### src/rtl/prach_nco_sched.sv
// prach_nco_sched: slot scheduler and double-buffered configuration controller
// for the 8-channel interleaved PRACH NCO. Each accepted frame tick starts a
// frame of NUM_CHN slot cycles, optionally preceded by one accumulator sync
// cycle. Shadow FCW/enable banks transfer to the active banks only on frame
// boundaries.
// Optional feature: define PRACH_NCO_SCHED_OVR_CNT_EN to build the 16-bit
// saturating overrun counter on ovr_cnt (otherwise ovr_cnt is tied to 0).
module prach_nco_sched #(
    parameter int NUM_CHN = 8,
    parameter int CHN_W   = 3,
    parameter int FCW_W   = 16
) (
    input  logic                     clk,
    input  logic                     rst,
    input  logic                     frame_tick,
    input  logic                     sync_req,
    input  logic                     cfg_wr,
    input  logic [CHN_W-1:0]         cfg_chn,
    input  logic [FCW_W-1:0]         cfg_fcw,
    input  logic                     cfg_en,
    input  logic                     cfg_commit,
    input  logic                     err_clr,
    output logic                     dout_dv,
    output logic [7:0]               dout_chn,
    output logic                     sync_out,
    output logic [NUM_CHN*FCW_W-1:0] fcw_active,
    output logic                     cfg_pending,
    output logic                     cfg_done,
    output logic                     busy,
    output logic                     err_overrun,
    output logic [15:0]              ovr_cnt
);

    typedef enum logic [1:0] {IDLE, SYNC, RUN} state_t;

    localparam logic [CHN_W-1:0] LAST_SLOT = CHN_W'(NUM_CHN - 1);

    state_t                     state_q, state_d;
    logic [CHN_W-1:0]           slot_q, slot_d;
    logic                       sync_pend_q, sync_pend_d;
    logic                       cfg_pending_q, cfg_pending_d;
    logic [NUM_CHN*FCW_W-1:0]   shadow_fcw_q, shadow_fcw_d;
    logic [NUM_CHN-1:0]         shadow_en_q, shadow_en_d;
    logic [NUM_CHN*FCW_W-1:0]   active_fcw_q, active_fcw_d;
    logic [NUM_CHN-1:0]         active_en_q, active_en_d;
    logic                       dout_dv_q, dout_dv_d;
    logic [7:0]                 dout_chn_q, dout_chn_d;
    logic                       sync_out_q, sync_out_d;
    logic                       cfg_done_q, cfg_done_d;
    logic                       busy_q, busy_d;
    logic                       err_overrun_q, err_overrun_d;

    logic last_slot;
    logic accept;
    logic overrun;

    assign last_slot = (state_q == RUN) && (slot_q == LAST_SLOT);
    assign accept    = frame_tick && ((state_q == IDLE) || last_slot);
    assign overrun   = frame_tick && !accept;

    // Next-state, bank updates and registered-output values for the coming cycle.
    always_comb begin
        // NOTE: every signal gets a default before any branch so no path
        // leaves it unassigned, which would otherwise infer a latch.
        state_d       = state_q;
        slot_d        = slot_q;
        sync_pend_d   = sync_pend_q;
        cfg_pending_d = cfg_pending_q;
        shadow_fcw_d  = shadow_fcw_q;
        shadow_en_d   = shadow_en_q;
        active_fcw_d  = active_fcw_q;
        active_en_d   = active_en_q;
        dout_dv_d     = 1'b0;
        dout_chn_d    = 8'd0;
        sync_out_d    = 1'b0;
        cfg_done_d    = 1'b0;
        busy_d        = 1'b0;
        err_overrun_d = err_overrun_q;

        // Active bank copies the pre-write shadow, so a same-cycle cfg_wr waits
        // for the next commit.
        if (accept && (cfg_pending_q || cfg_commit)) begin
            active_fcw_d  = shadow_fcw_q;
            active_en_d   = shadow_en_q;
            cfg_pending_d = 1'b0;
            cfg_done_d    = 1'b1;
        end else if (cfg_commit) begin
            cfg_pending_d = 1'b1;
        end

        if (cfg_wr) begin
            shadow_fcw_d[cfg_chn*FCW_W +: FCW_W] = cfg_fcw;
            shadow_en_d[cfg_chn]                 = cfg_en;
        end

        if (accept) begin
            sync_pend_d = 1'b0;
            slot_d      = '0;
            state_d     = (sync_pend_q || sync_req) ? SYNC : RUN;
        end else begin
            if (sync_req) begin
                sync_pend_d = 1'b1;
            end
            case (state_q)
                SYNC: begin
                    state_d = RUN;
                    slot_d  = '0;
                end
                RUN: begin
                    if (last_slot) begin
                        state_d = IDLE;
                        slot_d  = '0;
                    end else begin
                        slot_d = slot_q + CHN_W'(1);
                    end
                end
                default: state_d = IDLE;
            endcase
        end

        sync_out_d = (state_d == SYNC);
        busy_d     = (state_d != IDLE);
        if (state_d == RUN) begin
            dout_dv_d  = active_en_d[slot_d];
            dout_chn_d = 8'(slot_d);
        end

        if (err_clr) begin
            err_overrun_d = 1'b0;
        end else if (overrun) begin
            err_overrun_d = 1'b1;
        end
    end

    // State, banks and output registers with synchronous reset.
    always_ff @(posedge clk) begin
        // NOTE: the configuration banks are reset along with the control state
        // because channels must come up disabled with zero FCWs.
        if (rst) begin
            state_q       <= IDLE;
            slot_q        <= '0;
            sync_pend_q   <= 1'b0;
            cfg_pending_q <= 1'b0;
            shadow_fcw_q  <= '0;
            shadow_en_q   <= '0;
            active_fcw_q  <= '0;
            active_en_q   <= '0;
            dout_dv_q     <= 1'b0;
            dout_chn_q    <= 8'd0;
            sync_out_q    <= 1'b0;
            cfg_done_q    <= 1'b0;
            busy_q        <= 1'b0;
            err_overrun_q <= 1'b0;
        end else begin
            // NOTE: non-blocking assignments keep every register sampling the
            // pre-edge values regardless of statement order.
            state_q       <= state_d;
            slot_q        <= slot_d;
            sync_pend_q   <= sync_pend_d;
            cfg_pending_q <= cfg_pending_d;
            shadow_fcw_q  <= shadow_fcw_d;
            shadow_en_q   <= shadow_en_d;
            active_fcw_q  <= active_fcw_d;
            active_en_q   <= active_en_d;
            dout_dv_q     <= dout_dv_d;
            dout_chn_q    <= dout_chn_d;
            sync_out_q    <= sync_out_d;
            cfg_done_q    <= cfg_done_d;
            busy_q        <= busy_d;
            err_overrun_q <= err_overrun_d;
        end
    end

`ifdef PRACH_NCO_SCHED_OVR_CNT_EN
    logic [15:0] ovr_cnt_q, ovr_cnt_d;

    // Saturating count of dropped ticks; a clear beats a simultaneous overrun.
    always_comb begin
        ovr_cnt_d = ovr_cnt_q;
        if (err_clr) begin
            ovr_cnt_d = 16'd0;
        end else if (overrun && (ovr_cnt_q != 16'hFFFF)) begin
            ovr_cnt_d = ovr_cnt_q + 16'd1;
        end
    end

    // Overrun counter register.
    always_ff @(posedge clk) begin
        if (rst) begin
            ovr_cnt_q <= 16'd0;
        end else begin
            ovr_cnt_q <= ovr_cnt_d;
        end
    end

    assign ovr_cnt = ovr_cnt_q;
`else
    assign ovr_cnt = 16'd0;
`endif

    assign dout_dv     = dout_dv_q;
    assign dout_chn    = dout_chn_q;
    assign sync_out    = sync_out_q;
    assign fcw_active  = active_fcw_q;
    assign cfg_pending = cfg_pending_q;
    assign cfg_done    = cfg_done_q;
    assign busy        = busy_q;
    assign err_overrun = err_overrun_q;

endmodule

### config.mk
export PLATFORM = sky130hd
export DESIGN_NAME = prach_nco_sched
export DESIGN_NICKNAME = d
export VERILOG_FILES = /design/src/rtl/prach_nco_sched.sv
export SDC_FILE = /design/constraint.sdc
export NUM_CORES = 1
export LEC_CHECK = 0
export BUFFER_PORTS_ARGS = -buffer_cell sky130_fd_sc_hd__buf_2
export CAP_MARGIN = 20
export CORE_MARGIN = 4
export CORE_UTILIZATION = 30
export CTS_BUF_LIST = sky130_fd_sc_hd__clkbuf_4
export CTS_CLUSTER_DIAMETER = 60
export DETAILED_ROUTE_END_ITERATION = 10
export RECOVER_POWER = 25
export SLEW_MARGIN = 20
export SYNTH_ARGS = -nofsm -noshare
export SYNTH_HDL_FRONTEND = slang
export SYNTH_SLANG_ARGS = --single-unit
### constraint.sdc
create_clock -name clk -period 3.7 [get_ports clk]
set_clock_uncertainty 0.1 [all_clocks]
set_input_delay 0.74 -clock clk [delete_from_list [all_inputs] [get_ports clk]]
set_output_delay 0.74 -clock clk [all_outputs]
set_load 0.005 [all_outputs]
==> results of run 1 <==
==> Yosys cell counts, types with 2 or more instances <==
cell type and n:
nor3_2 3, nor2_1 42, nand3_1 86, a21o_1 4
and3_1 3, dfxtp_1 287, nor2b_1 2, or3_1 2
or2_2 3, a31oi_1 2, nor3_1 9, clkbuf_2 15
ha_1 7, mux2i_1 27, nand3b_1 2, buf_4 23
buf_2 31, inv_1 6, a21oi_1 249, nand2_1 406
nand2b_1 5, nand4_1 16, clkbuf_1 61, buf_1 3
==> worst max-delay path, cell delays in order <==
cell      delay (ns)
clkbuf_1        0.57
inv_1           0.18
ha_1            0.25
ha_1            0.32
nor2_2          0.36
nand3_1         0.56
nand2_1         0.23
a21oi_1         0.08
==> state kept, by name (all words and copies together) (netlist names), 2 cells and up <==
signal	count
state_q	2
shadow_en_q	8
fcw_active	128
shadow_fcw_q	128
slot_q	3
dout_chn	3
active_en_q	8
==> metal layers <==
metal | vias up | track usage [%] | wire (um)
li1 | 4646 | - | -
met1 | 4295 | 20.8 | 14400
met2 | 267 | 25.0 | 14500
met3 | 72 | 4.89 | 2080
met4 | 0 | 7.29 | 984
met5 | - | 0 | 0
==> final timing paths <==
kind	from	to	slack (ns)	depth (start not counted)
worst max-delay path	cfg_chn[0]	shadow_fcw_q[30]$_SDFFE_PP0P_	0.87	8
worst min-delay path	err_clr	err_overrun$_SDFFE_PP0P_	0.09	2
worst max register to register	slot_q[0]$_SDFF_PP0_	fcw_active[51]$_SDFFE_PP0N_	0.96	7
worst min register to register	shadow_fcw_q[6]$_SDFFE_PP0P_	fcw_active[6]$_SDFFE_PP0N_	0.34	2
==> through the flow <==
step,cells,worst slack [ns],hold WS [ns],util [%]
finish,1975,0.868,0.0891,36.1
global route,1975,0.641,0.0251,36.1
CTS,1972,0.983,0.00674,36.3
detailed placement,1837,0.575,0.343,33.5
global placement,1837,0.653,0.337,33.5
floorplan,1333,0.749,0.331,-
==> final cells by class <==
| class | instances | area share, % |
|---|---|---|
| clock buffer | 119 | 7.12 |
| inverter | 7 | 0.210 |
| antenna | 3 | 0.0599 |
| tap | 455 | 4.54 |
| clock inverter | 16 | 0.728 |
| timing repair buffer | 182 | 7.36 |
| sequential | 287 | 45.8 |
| multi-input combinational | 906 | 34.2 |
==> cells by family after synthesis <==
logic type	Yosys count
AO/OA/AOI/OAI	264
adder cells (fa/ha/maj)	7
buffers and inverters	140
flip-flops	287
multiplexers	28
other	1
AND/OR/NAND/NOR	586
==> where the power goes <==
part | total, uW | internal, uW | switching, uW
sequential | 3140 | 3120 | 16.9
clock | 2820 | 1530 | 1300
combinational | 372 | 77.6 | 295
total | 6330 | 4730 | 1610
==> results_dict.tcl, run 1 <==
set metrics [dict create \
    layout.nets 1500 \
    ctsHtreeMaxLevel 3 \
    drv_slew 0 \
    synthTopCellsByArea "dfxtp_1 (54%), nand2_1 (14%), a21oi_1 (12%)" \
    path_clk_slew_ns 0.06 \
    wl_um 32000 \
    avgRoutedWirePerCell_um 16.2 \
    ir_drop_mv 0.241 \
    cts_buffer_depth 3 \
    cap_violations 0 \
    hold_viol 0 \
    areaGrowthSynthToFinish_pct 18.2 \
    synth-simple-area-share_pct 23.1 \
    vias_per_cell 4.70 \
    design_area_um2 12500 \
    cts_num_sinks 287 \
    syn_inst 1313 \
    multi_input_comb_area_um2 4280 \
    synth_compound_area_share_pct 12.9 \
    rsz0062_at_grt "no" \
    die_y_um 196 \
    grt_pass1_wl_um 49300 \
    seq_area_um2 5750 \
    dieWidth_um 196 \
    grt-ovfl-total 0 \
    grt_max_degree 106 \
    grtUsageTotal_pct 16.2 \
    io_pins 185 \
    synthAdderAreaFrac_pct 0.825 \
    fmax_mhz 353 \
    ys_seq_elements 287 \
    fillers 3779 \
    synth-main-ff-cell "dfxtp_1" \
    num_rows 68 \
    critPathLaunchType "input port" \
    coreArea_um2 34700 \
    hold_path_class "input port to register" \
    drtAntennaViolNets 0 \
    firstDrtPassIters 5 \
    synth_top_area_cell "dfxtp_1" \
    synth_top_family_by_area "simple AND/OR/NAND/NOR gates" \
    maxSlewHeadroom_pct 42.0 \
    cp-end-kind "register" \
    root_buffer "clkbuf_4" \
    dieArea_um2 38500 \
    min_period_ns 2.83 \
    status "complete, no violations" \
    port_buffers 163 \
    numCtsBuffers 82 \
    cp_max_fo 17 \
    layout_common_cells "nand2_1 (406), dfxtp_1 (287), a21oi_1 (250)" \
    antenna_found_initial 3 \
    drive_gt1_share_pct 17.5 \
    drtIter0Drc 536 \
    p_leak_uw 0.00471 \
    placed_area_um2 11600 \
    fin_tns_setup_ns 0 \
    fin_crit_sh_pct 76.6 \
    critPathRequiredTime_ns 4.17 \
    ctsResizeCount 0 \
    netlist_area_um2 10600 \
    arrival_ns 3.30 \
    cts_tree "built" \
    synth_top_area_share_pct 54.1 \
    worst_slew_pin_slew_ns 0.870 \
    avgSynthCellArea_um2 8.08 \
    netlist-cell-type-count 43 \
    route.detailed.drc 0 \
    cts_hold_buf 0 \
    num_vias 9280 \
    grt_pass1_vias 8924 \
    yosysWarnings 0 \
    final_common_cell "nand2_1" \
    cts_setup_buffers 0 \
    ys_async_sr_fraction_pct 0 \
    gp_congestion 0.748 \
    powerDensity_nw_per_um2 505 \
    crit_type "input port to register" \
    start_util_pct 30.6 \
    synthMuxAreaShare_pct 2.65 \
    synth_edf_count 0 \
    finalPower_uw 6330 \
    setup_violations 0 \
    synth_xor_xnor_area_share_pct 0 \
    synth_seq_area_share_pct 54.1 \
    dp_hpwl_um 20200 \
    insertion_delay_ns 0.71 \
]
No activity file was read; power rests on OpenSTA's default activity.
==> inputs of run 2 (changes only) <==
- ABC_AREA: default -> 1
- clock period: 3.7 -> 2.6 ns (I/O delays scaled with it)
==> run 2 against run 1 <==
The flow now finishes with violations (max-capacitance violations, max-slew violations). Synthesized cell count increased by 2.3%. Combinational power is 110% higher. Routed wire length grew 4.7%. Non-clock buffer count increased by 16. Sequential share of layout area decreased by 2.6 points. Die area is 4.5% higher. Flip-flop and latch count unchanged. Cell count increased by 4.3%. Utilization grew 0.18 points. Via count grew 3.9%. Clock-buffer cell count up 3. Critical endpoint is now shadow_fcw_q[31]$_SDFFE_PP0P_. Highest routed layer is now met5.
==> results_dict.tcl, run 2 <==
set metrics [dict create \
    insertion_delay_ns 0.71 \
    fin_tns_setup_ns 0 \
    worstSetupStartpoint "cfg_chn[0]" \
    min_period_ns 2.38 \
    synth_compound_area_share_pct 16.7 \
    timing.rr.end "dout_dv$_SDFF_PP0_" \
    holdWs_ns 0.0790 \
    vias_per_cell 4.68 \
    route.detailed.drc 0 \
    synthTopCellsByArea "dfxtp_1 (52%), nand3_1 (6.4%), nand2_1 (6.1%)" \
    grt_max_degree 98 \
    synth_top_area_share_pct 51.7 \
    synth_seq_area_share_pct 51.7 \
    cp-end-kind "register" \
    cap_violations 1 \
    hold_end "shadow_fcw_q[2]$_SDFFE_PP0P_" \
    final_common_cell "dfxtp_1" \
    grt_most_used_layer "met2" \
    status "finished with violations" \
    arrival_ns 2.87 \
    avgRoutedWirePerCell_um 16.3 \
    grtUsageTotal_pct 16.1 \
    post-place-ws_ns 0.100 \
    hold_path_class "input port to register" \
    violations "max-capacitance violations, max-slew violations" \
    dp_hpwl_um 23200 \
    cts_num_sinks 287 \
    path_clk_slew_ns 0.07 \
    reg2reg_setup_slack_ns 0.44 \
    layout_common_cells "dfxtp_1 (287), nand2_1 (184), buf_2 (162)" \
    synth_common_cells "dfxtp_1 (287), nand2_1 (181), nand3_1 (142)" \
    numCtsBuffers 80 \
    synth-simple-area-share_pct 20.2 \
    powerDensity_nw_per_um2 717 \
    layout.nets 1567 \
    fin_crit_sh_pct 91.4 \
    drtIter0Drc 404 \
    netlist-cell-type-count 38 \
    gp_congestion 0.797 \
    num_vias 9644 \
    hold_viol 0 \
    firstDrtPassIters 6 \
    cts_tree "built" \
    maxSlewHeadroom_pct -4.68 \
    critPathLaunchType "input port" \
    r2r_cells 12 \
    yosysWarnings 0 \
    drive_gt1_share_pct 25.4 \
    dieWidth_um 200 \
    start_util_pct 30.4 \
    yosysMostFrequentCell "dfxtp_1" \
    ys_seq_elements 287 \
    netlist_area_um2 11100 \
    synth_edf_count 0 \
    met2_usage_pct 26.1 \
    coreArea_um2 36600 \
    syn_inst 1343 \
    synth-main-ff-cell "dfxtp_1" \
    ys_async_sr_fraction_pct 0 \
    cts_buffer_depth 3 \
    worst_slew_pin_slew_ns 1.57 \
    fmax_mhz 421 \
    grtUsageMet1_pct 21.1 \
    critPathRequiredTime_ns 3.10 \
    synth_top_family_by_area "simple AND/OR/NAND/NOR gates" \
    synth_xor_xnor_area_share_pct 0 \
    holdPathStages 3 \
    dp_cells 1917 \
    synthAdderAreaFrac_pct 0.788 \
    rsz0062_at_grt "no" \
    fillers 3933 \
    cp_max_fo 28 \
    synthMuxAreaShare_pct 0 \
    wl_um 33500 \
    dieArea_um2 40200 \
    grt_pass1_vias 9414 \
    fin_ws_ns 0.225 \
    ir_drop_mv 0.303 \
    cts_setup_buffers 0 \
    drtAntennaViolNets 0 \
    io_pins 185 \
    avgSynthCellArea_um2 8.28 \
    instances_no_fill 2060 \
    grt_pass1_wl_um 52000 \
    crit_type "input port to register" \
    min_from "cfg_fcw[2]" \
    ctsResizeCount 0 \
    num_rows 70 \
    p_leak_uw 0.00603 \
    root_buffer "clkbuf_4" \
    grt-ovfl-total 0 \
    ctsHtreeMaxLevel 3 \
    die_y_um 200 \
    port_buffers 163 \
    antenna_found_initial 4 \
    drv_slew 85 \
    setup_violations 0 \
    synth_top_area_cell "dfxtp_1" \
    timing.rr.start "state_q[0]$_SDFF_PP0_" \
    grtUsageMet3_pct 4.09 \
    areaGrowthSynthToFinish_pct 19.6 \
]
==> run 2: cell count changes after synthesis, sizes merged, moves of 4 or more <==
cell / change
a311oi: +6
nor2: +72
a21o: -4
a211oi: +22
a21oi: -139
nand3: +59
buf: +30
o21ai: +166
nand2b: -5
mux2i: -27
inv: +131
clkbuf: -53
nand2: -218
nor3: +10
==> run 2: layer usage <==
metal | up-vias | part of all wire [%]
li1 | 4819 | -
met1 | 4476 | 45
met2 | 290 | 47
met3 | 55 | 6.2
met4 | 4 | 1.9
met5 | - | 0.063
==> run 2: worst max-delay path, cell delays in order <==
cell and delay [ns]:
clkbuf_1 0.14, inv_1 0.08, ha_1 0.20, ha_1 0.35
clkbuf_1 0.26, nand2_1 0.14, inv_1 0.75, a21oi_1 0.22
a211oi_2 0.21
==> run 2: logic make-up (layout without fill, tap and decap cells) <==
family	Yosys count	after routing
DFF	287	287
other	1	22
AOI/OAI and AO/OA	310	310
and+or+nand+nor	490	490
adders and majority gates	7	7
buffers and inverters	248	476
==> run 2: how the worst max path moves through the flow <==
stage,to,slack [ns]
after floorplan,shadow_fcw_q[103]$_SDFFE_PP0P_,0.41
after global placement,shadow_fcw_q[94]$_SDFFE_PP0P_,0.07
after detailed placement,shadow_fcw_q[94]$_SDFFE_PP0P_,0.10
after CTS,fcw_active[32]$_SDFFE_PP0N_,0.47
after global routing,shadow_fcw_q[31]$_SDFFE_PP0P_,0.17
final,shadow_fcw_q[31]$_SDFFE_PP0P_,0.22
==> run 2: what timing repair did <==
action	4_1_cts	5_1_grt
hold buffers	2	0
hold endpoints to repair	2	0
setup endpoints to repair	0	0
==> run 2: per-stage QoR <==
step	area (um^2)	utilization, %	power [uW]
global placement	12300	33.6	5420
floorplan	11200	-	5180
global route	13300	36.3	9980
detailed placement	12300	33.6	5430
CTS	13400	36.5	9690
finish	13300	36.3	9520
==> run 2: final cells by class <==
class / count / area, um^2 / share of cell area (%)
diodes: 1 / 2.50 / 0.0188
repair buffers: 198 / 1130 / 8.54
multi-input cells: 828 / 4260 / 32.0
clock inverters: 18 / 128 / 0.960
clock buffers: 122 / 916 / 6.89
inverters: 138 / 520 / 3.92
well taps: 468 / 586 / 4.41
flip-flops and latches: 287 / 5750 / 43.2
==> run 2: power breakdown <==
group / internal, uW / leakage, uW / switching (uW)
Sequential: 4500 / 0.00232 / 42.2
Combinational: 212 / 0.00309 / 562
Clock: 2330 / 0.000627 / 1880
Total: 7040 / 0.00603 / 2480
==> inputs of run 3 (changes only) <==
- MAX_ROUTING_LAYER: default -> met4
- PLACE_DENSITY_LB_ADDON: default -> 0.25
==> run 3 against run 2 <==
The flow now finishes without violations. Flip-flop and latch count unchanged. Cell count decreased by 0.68%. Clock power decreased by 5.2%. First-iteration DRC count increased by 11%. Sequential share of layout area increased by 0.41 points. Via count decreased by 1.7%. Maximum frequency decreased by 0.46%. Routed wire length about the same. Combinational power decreased by 0.9%. Clock-buffer cell count decreased by 8. Setup slack got worse by 0.011 ns. Critical path type unchanged. Highest routed layer is now met4.
==> results_dict.tcl, run 3 (synthesis results as in run 2) <==
set metrics [dict create \
    status "complete, no violations" \
    critPathRequiredTime_ns 3.05 \
    cts_hold_buf 2 \
    gp_congestion 0.805 \
    ctsHtreeMaxLevel 3 \
    internal-power_uw 6890 \
    insertion_delay_ns 0.72 \
    placed_area_um2 12300 \
    worst_slew_pin_slew_ns 1.29 \
    num_rows 70 \
    grtUsageTotal_pct 16.6 \
    grt-ovfl-total 0 \
    layout_common_cells "dfxtp_1 (287), nand2_1 (184), buf_2 (159)" \
    worst_path_max_delay_cell "nand2_1" \
    multi_input_comb_area_um2 4250 \
    root_buffer "clkbuf_4" \
    crit_chain "clkbuf_1 > inv_1 > ha_1 > ha_1 > nand3_4 > inv_1 > nand2_1 > o21ai_0 > a21oi_1" \
    cts_num_sinks 287 \
    grt_pass1_wl_um 52300 \
    ir_drop_mv 0.321 \
    die_y_um 200 \
    setup_violations 0 \
    num_vias 9480 \
    hold_path_class "input port to register" \
    maxSlewHeadroom_pct 13.8 \
    fmax_mhz 419 \
    netSwitchingFraction_pct 25.9 \
    powerDensity_nw_per_um2 706 \
    path_clk_slew_ns 0.06 \
    wl_um 33500 \
    p_leak_uw 0.00595 \
    fillers 3927 \
    design_area_um2 13200 \
    grt_pass1_vias 9271 \
    grt_max_degree 89 \
    ctsResizeCount 0 \
    cap_violations 0 \
    holdWs_ns 0.0834 \
    arrival_ns 2.83 \
    layout.nets 1562 \
    numCtsBuffers 77 \
    coreArea_um2 36600 \
    switchingPower_uw 2410 \
    drtIter0Drc 447 \
    route.detailed.drc 0 \
    firstDrtPassIters 7 \
    cts_setup_buffers 0 \
    io_pins 185 \
    drtAntennaViolNets 0 \
    cts_tree "built" \
    cp_num_buf_inv 3 \
    clockPowerShare_pct 42.9 \
    drv_slew 0 \
    postLayoutCoreUtil_pct 36.0 \
    critPathLaunchType "input port" \
    cp_max_fo 26 \
    seq_power_share_pct 48.9 \
    dp_hpwl_um 23100 \
    vias_per_cell 4.63 \
    dieWidth_um 200 \
    p_comb_share_pct 8.2 \
    avgRoutedWirePerCell_um 16.4 \
    dieArea_um2 40200 \
    fin_tns_setup_ns 0 \
    rsz0062_at_grt "no" \
    min_period_ns 2.39 \
    cts_buffer_depth 3 \
    start_util_pct 30.4 \
    hold_viol 0 \
    final_common_cell "dfxtp_1" \
    fin_crit_sh_pct 91.8 \
    critPathTopFamily "simple AND/OR/NAND/NOR gates" \
    crit_type "input port to register" \
    antenna_found_initial 2 \
    port_buffers 163 \
    areaGrowthSynthToFinish_pct 18.4 \
    cp-end-kind "register" \
    max_stage_delay_ns 0.50 \
    drive_gt1_share_pct 24.6 \
    seq_area_um2 5750 \
]
run 3: cell types whose count changed in the layout (fill, tap and decap cells not counted), moves of 2 or more:
cell      delta
clkbuf_1     +2
clkinv_2     -2
o21ai_1     +11
o21ai_0     -10
clkinv_1     -2
buf_2        -3
clkbuf_4     -7
run 3: stage by stage:
step	worst slack, ns	cells	power, uW
5_1_grt	0.116	2046	9780
4_1_cts	0.347	2044	9460
2_1_floorplan	0.412	1363	5180
3_5_place_dp	0.0761	1915	5430
6_report	0.214	2046	9300
3_3_place_gp	0.103	1915	5420
run 3: worst paths after layout:
path | startpoint | endpoint | slack, ns | depth (start not counted)
worst max-delay path | cfg_chn[0] | shadow_fcw_q[61]$_SDFFE_PP0P_ | 0.21 | 9
worst min-delay path | cfg_fcw[5] | shadow_fcw_q[5]$_SDFFE_PP0P_ | 0.08 | 3
worst max register to register | state_q[0]$_SDFF_PP0_ | fcw_active[45]$_SDFFE_PP0N_ | 0.36 | 9
worst min register to register | shadow_fcw_q[102]$_SDFFE_PP0P_ | fcw_active[102]$_SDFFE_PP0N_ | 0.35 | 2
run 3: layout make-up:
class	count	share of cell area, %
tap	468	4.45
antenna	2	0.0380
clock buffer	114	6.50
clock inverter	13	0.770
multi-input combinational	828	32.2
inverter	138	3.97
sequential	287	43.6
timing repair buffer	196	8.37
run 3: worst register-to-register path, cell delays in order, from the launching register on:
cell,delay [ns]
dfxtp_1,0.32
inv_1,0.08
ha_1,0.29
nand2_1,0.15
nand2_4,0.15
nand3_4,0.17
nor2_4,0.14
buf_4,0.45
nand2_1,0.21
nand2_1,0.09
run 3: metal layers:
layer,up-vias,GRT usage [%],routed length [um]
li1,4798,-,-
met1,4364,22.0,15600
met2,265,25.4,15500
met3,53,3.62,1770
met4,0,5.11,627
met5,-,-,0
run 3: power by group through the flow:
stage | clock (uW) | sequential (uW) | combinational, uW
after floorplan | 0 | 4640 | 549
after global placement | 0 | 4640 | 776
after detailed placement | 0 | 4640 | 781
after CTS | 4130 | 4550 | 786
after global routing | 4370 | 4550 | 852
final | 3980 | 4550 | 766
